==> config.mk <==
export PLATFORM = sky130hd
export DESIGN_NAME = control_calc
export DESIGN_NICKNAME = d
export VERILOG_FILES = /design/src/rtl/calc_pkg.sv /design/src/rtl/bcd_entry_reg.sv /design/src/rtl/control_calc.sv
export SDC_FILE = /design/constraint.sdc
export NUM_CORES = 1
export LEC_CHECK = 0
export BUFFER_PORTS_ARGS = -buffer_cell sky130_fd_sc_hd__buf_2
export CAP_MARGIN = 20
export CORE_UTILIZATION = 45
export DETAILED_ROUTE_END_ITERATION = 8
export GPL_TIMING_DRIVEN = 0
export HOLD_SLACK_MARGIN = 0.02
export PLACE_DENSITY_LB_ADDON = 0.15
export SYNTH_ARGS = -nofsm -noshare
export SYNTH_HDL_FRONTEND = slang
export SYNTH_SLANG_ARGS = --single-unit
==> constraint.sdc <==
create_clock -name clk -period 2.19 [get_ports clk]
set_input_delay 0.438 -clock clk [delete_from_list [all_inputs] [get_ports clk]]
set_output_delay 0.438 -clock clk [all_outputs]
set_load 0.02 [all_outputs]
==> src/rtl/calc_pkg.sv <==
// Shared definitions for the keypad calculator controller: key codes,
// ALU operation encoding and controller FSM states.
package calc_pkg;

    localparam logic [3:0] KEY_MAX_DIGIT = 4'h9;
    localparam logic [3:0] KEY_ADD       = 4'hA;
    localparam logic [3:0] KEY_SUB       = 4'hB;
    localparam logic [3:0] KEY_MUL       = 4'hC;
    localparam logic [3:0] KEY_EQ        = 4'hD;
    localparam logic [3:0] KEY_CLEAR     = 4'hE;
    localparam logic [3:0] KEY_DEL       = 4'hF;

    localparam logic [1:0] OP_ADD = 2'b00;
    localparam logic [1:0] OP_SUB = 2'b01;
    localparam logic [1:0] OP_MUL = 2'b10;

    localparam logic [1:0] MAX_DIGITS = 2'd3;

    typedef enum logic [1:0] {
        ST_ENTER_A,
        ST_ENTER_B,
        ST_WAIT_ALU,
        ST_SHOW_RES
    } calc_state_t;

    function automatic logic [1:0] key_to_op(input logic [3:0] key);
        case (key)
            KEY_ADD: key_to_op = OP_ADD;
            KEY_SUB: key_to_op = OP_SUB;
            default: key_to_op = OP_MUL;
        endcase
    endfunction

endpackage

==> src/rtl/bcd_entry_reg.sv <==
// 3-digit BCD entry register: push shifts a digit in at the LSD, pop shifts right.
// Latency: one cycle from control to value/count.
// Backpressure: none; push when full and pop when empty are silently dropped.
module bcd_entry_reg
    import calc_pkg::*;
(
    input  logic        clk,
    input  logic        rst,
    input  logic        clr,
    input  logic        load,
    input  logic        push,
    input  logic        pop,
    input  logic [3:0]  digit,
    output logic [11:0] value,
    output logic [1:0]  count
);

    // load = clear followed by a push of the first digit, in one cycle
    always_ff @(posedge clk) begin
        if (rst || clr) begin
            value <= 12'h000;
            count <= 2'd0;
        end else if (load) begin
            value <= {8'h00, digit};
            count <= 2'd1;
        end else if (push && count != MAX_DIGITS) begin
            value <= {value[7:0], digit};
            count <= count + 2'd1;
        end else if (pop && count != 2'd0) begin
            value <= {4'h0, value[11:4]};
            count <= count - 2'd1;
        end
    end

endmodule

==> src/rtl/control_calc.sv <==
// Keypad calculator controller: builds BCD operands, launches the ALU, shows result.
// Latency: every key/alu_done takes effect on the following clock edge.
// Backpressure: keys arriving while the ALU is busy are dropped.
module control_calc
    import calc_pkg::*;
(
    input  logic        clk,
    input  logic        rst,
    input  logic        key_valid,
    input  logic [3:0]  key_code,
    input  logic        alu_done,
    input  logic [15:0] alu_result,
    input  logic        alu_error,
    output logic [11:0] operand_a,
    output logic [11:0] operand_b,
    output logic [1:0]  op_sel,
    output logic        alu_start,
    output logic [15:0] display,
    output logic        error,
    output logic        busy
);

    calc_state_t state_q, state_d;
    logic [1:0]  op_q, op_d;
    logic [15:0] res_q, res_d;
    logic        err_q, err_d;
    logic        start_q, start_d;

    logic        a_clr, a_load, a_push, a_pop;
    logic        b_clr, b_push, b_pop;
    logic [1:0]  a_cnt, b_cnt;
    logic        is_digit, is_op;

    assign is_digit = (key_code <= KEY_MAX_DIGIT);
    assign is_op    = (key_code == KEY_ADD) || (key_code == KEY_SUB) || (key_code == KEY_MUL);

    bcd_entry_reg u_reg_a (
        .clk   (clk),
        .rst   (rst),
        .clr   (a_clr),
        .load  (a_load),
        .push  (a_push),
        .pop   (a_pop),
        .digit (key_code),
        .value (operand_a),
        .count (a_cnt)
    );

    bcd_entry_reg u_reg_b (
        .clk   (clk),
        .rst   (rst),
        .clr   (b_clr),
        .load  (1'b0),
        .push  (b_push),
        .pop   (b_pop),
        .digit (key_code),
        .value (operand_b),
        .count (b_cnt)
    );

    always_comb begin
        state_d = state_q;
        op_d    = op_q;
        res_d   = res_q;
        err_d   = err_q;
        start_d = 1'b0;
        a_clr   = 1'b0;
        a_load  = 1'b0;
        a_push  = 1'b0;
        a_pop   = 1'b0;
        b_clr   = 1'b0;
        b_push  = 1'b0;
        b_pop   = 1'b0;

        if (state_q == ST_WAIT_ALU) begin
            // keys are dropped here, even when they coincide with alu_done
            if (alu_done) begin
                res_d   = alu_result;
                err_d   = alu_error;
                state_d = ST_SHOW_RES;
            end
        end else if (key_valid) begin
            if (key_code == KEY_CLEAR) begin
                a_clr   = 1'b1;
                b_clr   = 1'b1;
                op_d    = OP_ADD;
                err_d   = 1'b0;
                state_d = ST_ENTER_A;
            end else begin
                case (state_q)
                    ST_ENTER_A: begin
                        a_push = is_digit && (a_cnt != MAX_DIGITS);
                        a_pop  = (key_code == KEY_DEL) && (a_cnt != 2'd0);
                        if (is_op) begin
                            op_d    = key_to_op(key_code);
                            state_d = ST_ENTER_B;
                        end
                    end
                    ST_ENTER_B: begin
                        b_push = is_digit;
                        b_pop  = (key_code == KEY_DEL);
                        // operator may be changed only before B has any digit
                        if (is_op && b_cnt == 2'd0) begin
                            op_d = key_to_op(key_code);
                        end
                        if (key_code == KEY_EQ) begin
                            start_d = 1'b1;
                            state_d = ST_WAIT_ALU;
                        end
                    end
                    ST_SHOW_RES: begin
                        if (is_digit) begin
                            a_load  = 1'b1;
                            b_clr   = 1'b1;
                            err_d   = 1'b0;
                            state_d = ST_ENTER_A;
                        end
                    end
                    default: ;
                endcase
            end
        end
    end

    always_ff @(posedge clk) begin
        if (rst) begin
            state_q <= ST_ENTER_A;
            op_q    <= OP_ADD;
            res_q   <= 16'h0000;
            err_q   <= 1'b0;
            start_q <= 1'b0;
        end else begin
            state_q <= state_d;
            op_q    <= op_d;
            res_q   <= res_d;
            err_q   <= err_d;
            start_q <= start_d;
        end
    end

    always_comb begin
        case (state_q)
            ST_ENTER_A:  display = {4'h0, operand_a};
            ST_SHOW_RES: display = res_q;
            default:     display = {4'h0, operand_b};
        endcase
    end

    assign op_sel    = op_q;
    assign alu_start = start_q;
    assign error     = err_q;
    assign busy      = (state_q == ST_WAIT_ALU);

endmodule

### Yosys cells after proc, flatten, opt, wreduce, memory -nomap -nowiden

Index checks and enable logic that the tools add are counted.

* add/subtract/negate cells: 4
* multiplexer cells: 58
* bitwise gates (word level): 3
* order comparisons: 1
* reduce and logical (&&, ||, !) cells: 29
* equality and inequality tests: 17

Operators by type and width (number)
* two-way mux 12 bit: 4
* two-way mux 1 bit: 35
* one-hot mux 16 bit (2 select lines): 1
* two-way mux 2 bit: 14
* == test 4 bit (second input constant): 6
* inequality test 4 bit (second input constant): 3
* nonzero test 3 bit: 4
* nonzero test 2 bit: 5
* one-hot mux 2 bit (2 select lines): 2
* logical AND 1 bit: 7
* inequality test 2 bit (second input constant): 3
* inequality test 3 bit (second input constant): 2
* one-hot mux 2 bit (3 select lines): 1
* AND reduction 6 bit: 1
* AND reduction 5 bit: 1
* nonzero test 5 bit: 1
* OR reduction 5 bit: 1
* adder 2 x 1 -> 2 bit (second input constant): 2
* == test 2 bit (second input constant): 2
* less-or-equal comparator 4 bit (second input constant): 1
* logical NOT 2 bit: 2
* logical OR 1 bit: 4
* two-way mux 4 bit: 1
* AND reduction 4 bit: 1
* other kinds (5): 8

* register bits after elaboration: 50
* output and inout bits: 45
* word-level logic and storage cells: 123
* input bits: 25

### Longest topological paths before layout

* word-level depth: 10
* depth in mapped cells: 10
* gate-level depth less buffers: 7

### By module

From an unflattened synthesis, not the netlist that was laid out.

* cell total of the unflattened synthesis: 346
* area total of the unflattened synthesis: 2895.3 µm²

By module, submodules not included
* bcd_entry_reg: cells an instance 81, instances 2, seq. area each 280.3 µm², area an instance 764.5 µm²
* control_calc: cells an instance 184, instances 1, seq. area each 440.4 µm², area an instance 1366.3 µm²

### Least setup slack after synthesis

OpenSTA, ideal clock, no wires.

* kind: reg-to-output
* start point: register state_q[0]
* end point: output port display[1]
* data required time: 1.752 ns
* stages on the path, launching flop included: 6
* path buffers: 2
* arrival: 1.753 ns
* setup slack: -0.001 ns
* cell sequence: dfxtp_1 > ha_1 > clkbuf_1 > clkbuf_1 > a22oi_1 > o21ai_0

* word-level cells in the longest chain between the ends: 2
* elaborated cells on any way between the ends: 3
* those cells by class: eq/ne: 1; mux: 1; reduce/logical: 1

Ends and longest elaborated chain
* from (decl): line control_calc.sv:23 `calc_state_t state_q, state_d;`
* from (signal assigned): line control_calc.sv:133 `state_q <= state_d;`
* == test 2 bit / logical NOT 2 bit (equally long branches): line control_calc.sv:142 `case (state_q)`
* one-hot mux 16 bit (2 select lines) *: line control_calc.sv:142
* to (decl): line control_calc.sv:18 `output logic [15:0] display,`

Mark *: on every way between the ends. The rest lies on a longest branch, timed or not.

### Worst setup path after layout

* start point: register state_q[0]
* end point: output port display[5]

Same word-level chain as after synthesis.

==> results.txt <==
Wire length per cell = 15.2 um
PwrDens = 692 nW/um2
Fill cell count = 536
Syn Inst Count = 322
Maximum vdd ir drop = 0.376 mV
Flops & latches, synth = 50
Iter 0 DRT Violations = 207
Critical Path Most Common Cell = clkbuf_8
Final wirelength = 7120 um
Routability Congestion = 0.852
Seq. cell area = 1010 um2
Relative slew slack = 0.671
Final min period = 2.16 ns
Post-synthesis sequential area ratio = 0.390
Post-route ant nets = 0
Pleak = 1.32 nW
Cell count of the worst hold path = 3
Worst hold-check path type = primary input to flop
Maximum buffer depth of the clock tree = 2
Worst Setup End Kind = output port
Reg-to-reg endpoint = u_reg_a.value[9]
Yosys cell types = 48
Reg2reg start = state_q[0]
FMAX = 462 MHz
Final period utilization = 0.988
Share of synthesized flip-flops with an asynchronous set or reset = 0
Vias = 2,630
Finished Layout Cells = 468
Die W = 77.5 um
Worst Path Arrival = 1.72 ns
Outcome = finished, final reports clean
Layout cells sized above 1 = 0.285
CP bufs+invs = 3
Met2 Resource Use GR = 0.381
Area grow syn2layout = 24.6%
Diode count = 0
Area of the multi-input gates = 1480 um2
Overall Power = 2.21 mW
Clk pin slew, worst setup/hold paths = 0.11 ns
HP Start = alu_result[12]
Worst Hold End = res_q[12]
Post-Place Cells = 461
CTS tree = yes
Std cell rows = 27
CTS Root Cell = clkbuf_8
H-tree levels = 2
Hold buffer count at cts = 0
Max_cap viols = 0
First-pass GRT wire length = 11,700 um
CTS Buf Count = 5
RSZ-0062 raised after global routing = no
Crit path required time = 1.75 ns
Layout Nets = 425
Crit-path cells = ha_4 > clkbuf_8 > clkbuf_8 > a22oi_1 > o21ai_1 > buf_2
Synth Area per Inst = 7.97 um2
Post-Syn Area = 2570 um2
CP top delay family = buffers and inverters
Die area = 6010 um2
Slowest stage delay, CP = 0.38 ns
Post-synth EDFFs = 0
Drt first pass iters = 4
Final Hold Fails = 0
Global Route met3 Usage = 0.0400
Core area = 5510 um2
Most used routing layer = met2
Via density = 5.62
R2r setup slk = 0.14 ns
Clock Skew = 0.00709 ns
Port Buf Inserts = 67
Largest net degree at the start of global routing = 19
# clock sinks = 50
Die H = 77.5 um
Crit path max-delay cell type = dfxtp_4
Vias in the first global route = 2,400
Gr usage total = 0.244
Worst slew pin tran = 0.494 ns
Worst Path Max Fanout = 10
Pins over their slew limit = 0
Crit Path Category = flop to output port
Grt met1 use = 0.340
Ys flop type = dfxtp_1
Crit start category = flop
Clock latency on the worst-skew pair = 0.32 ns
Overflow after GRT = 0
DP HPWL = 5210 um
Synth warn = 0
Syn nets = 352
DRC = 0
Ports = 70
R2r worst-path depth = 8
Antenna violations before repair = 0
Final setup vio count = 0
Initial Util = 0.466
==> placed cells by master, fill, tap and decap left out, types with 3 or more instances in the layout <==
master	synthesis	layout
nand3_1	3	3
buf_2	6	72
o21ai_0	33	27
and2_1	9	9
nor2b_1	3	3
a22oi_2	0	4
nor2_1	14	13
a32o_1	4	4
ha_4	0	3
mux2i_1	7	7
nor3_1	4	4
dfxtp_1	50	48
a21oi_1	42	42
a22oi_1	20	16
inv_1	7	5
clkbuf_8	0	8
o21ai_1	0	6
buf_4	3	4
clkbuf_1	10	5
a31oi_1	3	3
nand2_1	56	56
a22o_1	3	3
==> per-stage QoR <==
| stage | hold slack (ns) | TNS [ns] | setup WS (ns) | utilization | instance area, um2 |
|---|---|---|---|---|---|
| final | 0.345 | 0 | 0.0274 | 0.581 | 3200 |
| after global routing | 0.355 | 0 | 0.00204 | 0.581 | 3200 |
| after CTS | 0.343 | -0.0222 | -0.0100 | 0.573 | 3150 |
| after detailed placement | 0.444 | -2.23 | -0.346 | 0.543 | 2990 |
| after global placement | 0.438 | -1.77 | -0.310 | 0.543 | 2990 |
| after floorplan | 0.432 | 0 | 0.150 | - | 2570 |
==> area by class of cell <==
type                            instances  area share
Clock buffer                            5      0.0215
Buffer                                 23      0.0477
Inverter                                7     0.00822
Multi-Input combinational cell        241       0.464
Sequential cell                        50       0.315
Tap cell                               72      0.0282
Clock inverter                          3     0.00900
Timing Repair Buffer                   67       0.106
==> routing by layer <==
| layer | up-vias | share of wire |
|---|---|---|
| met4 | 0 | 0.017 |
| met2 | 82 | 0.44 |
| met1 | 1229 | 0.49 |
| met5 | - | 0 |
| li1 | 1308 | - |
| met3 | 11 | 0.052 |
==> state kept, by name, summed over array words and instances, names as in the netlist <==
signal	count
u_reg_a.value	12
alu_start	1
u_reg_b.value	12
state_q	2
u_reg_b.count	2
error	1
op_sel	2
res_q	16
u_reg_a.count	2
==> worst max path at each step <==
| stage | depth (start not counted) | endpoint | slack (ns) | start |
|---|---|---|---|---|
| 3_5_place_dp | 6 | display[3] | -0.35 | state_q[0] |
| 3_3_place_gp | 6 | display[3] | -0.31 | state_q[0] |
| 6_report | 6 | display[5] | 0.03 | state_q[0] |
| 4_1_cts | 8 | u_reg_a.value[9] | -0.01 | state_q[0] |
| 5_1_grt | 6 | display[9] | 0.002 | state_q[0] |
| 2_1_floorplan | 5 | display[1] | 0.15 | state_q[0] |
==> cells by family after synthesis <==
logic type / synth area share
AO/OA/AOI/OAI: 0.309
flip-flops: 0.390
AND/OR/NAND/NOR: 0.193
buffers and inverters: 0.0570
adder cells (fa/ha/maj): 0.0244
multiplexers: 0.0273
==> Yosys cell counts (all sizes together) (3+ instances only) <==
cell    instances  area share
a21oi          44       0.089
a22o            3       0.010
a22oi          20       0.059
a31oi           3      0.0073
a32o            4       0.016
and2            9       0.022
buf            11       0.026
clkbuf         13       0.020
dfxtp          50        0.39
ha              5       0.024
inv             7       0.010
mux2i           7       0.027
nand2          56       0.082
nand3           3      0.0058
nor2           16       0.025
nor2b           3      0.0073
nor3            4      0.0078
o21ai          34       0.068
o31ai           3       0.014
==> where the power goes <==
group | internal, mW | switching [mW]
Clock | 0.240 | 0.356
Combinational | 0.230 | 0.377
Sequential | 0.955 | 0.0557
Total | 1.42 | 0.789
==> worst min-delay path: stages <==
cell and delay (ns):
buf_2 0.09, nand2_1 0.04, a21oi_1 0.05
==> repair_timing <==
item | CTS | global route
pin swaps | 0 | 1
setup endpoints to repair | 23 | 48
endpoints found under the hold margin | 0 | 0
resized for setup | 20 | 13
setup buffers | 0 | 0
(Power assumes the default switching activity.)
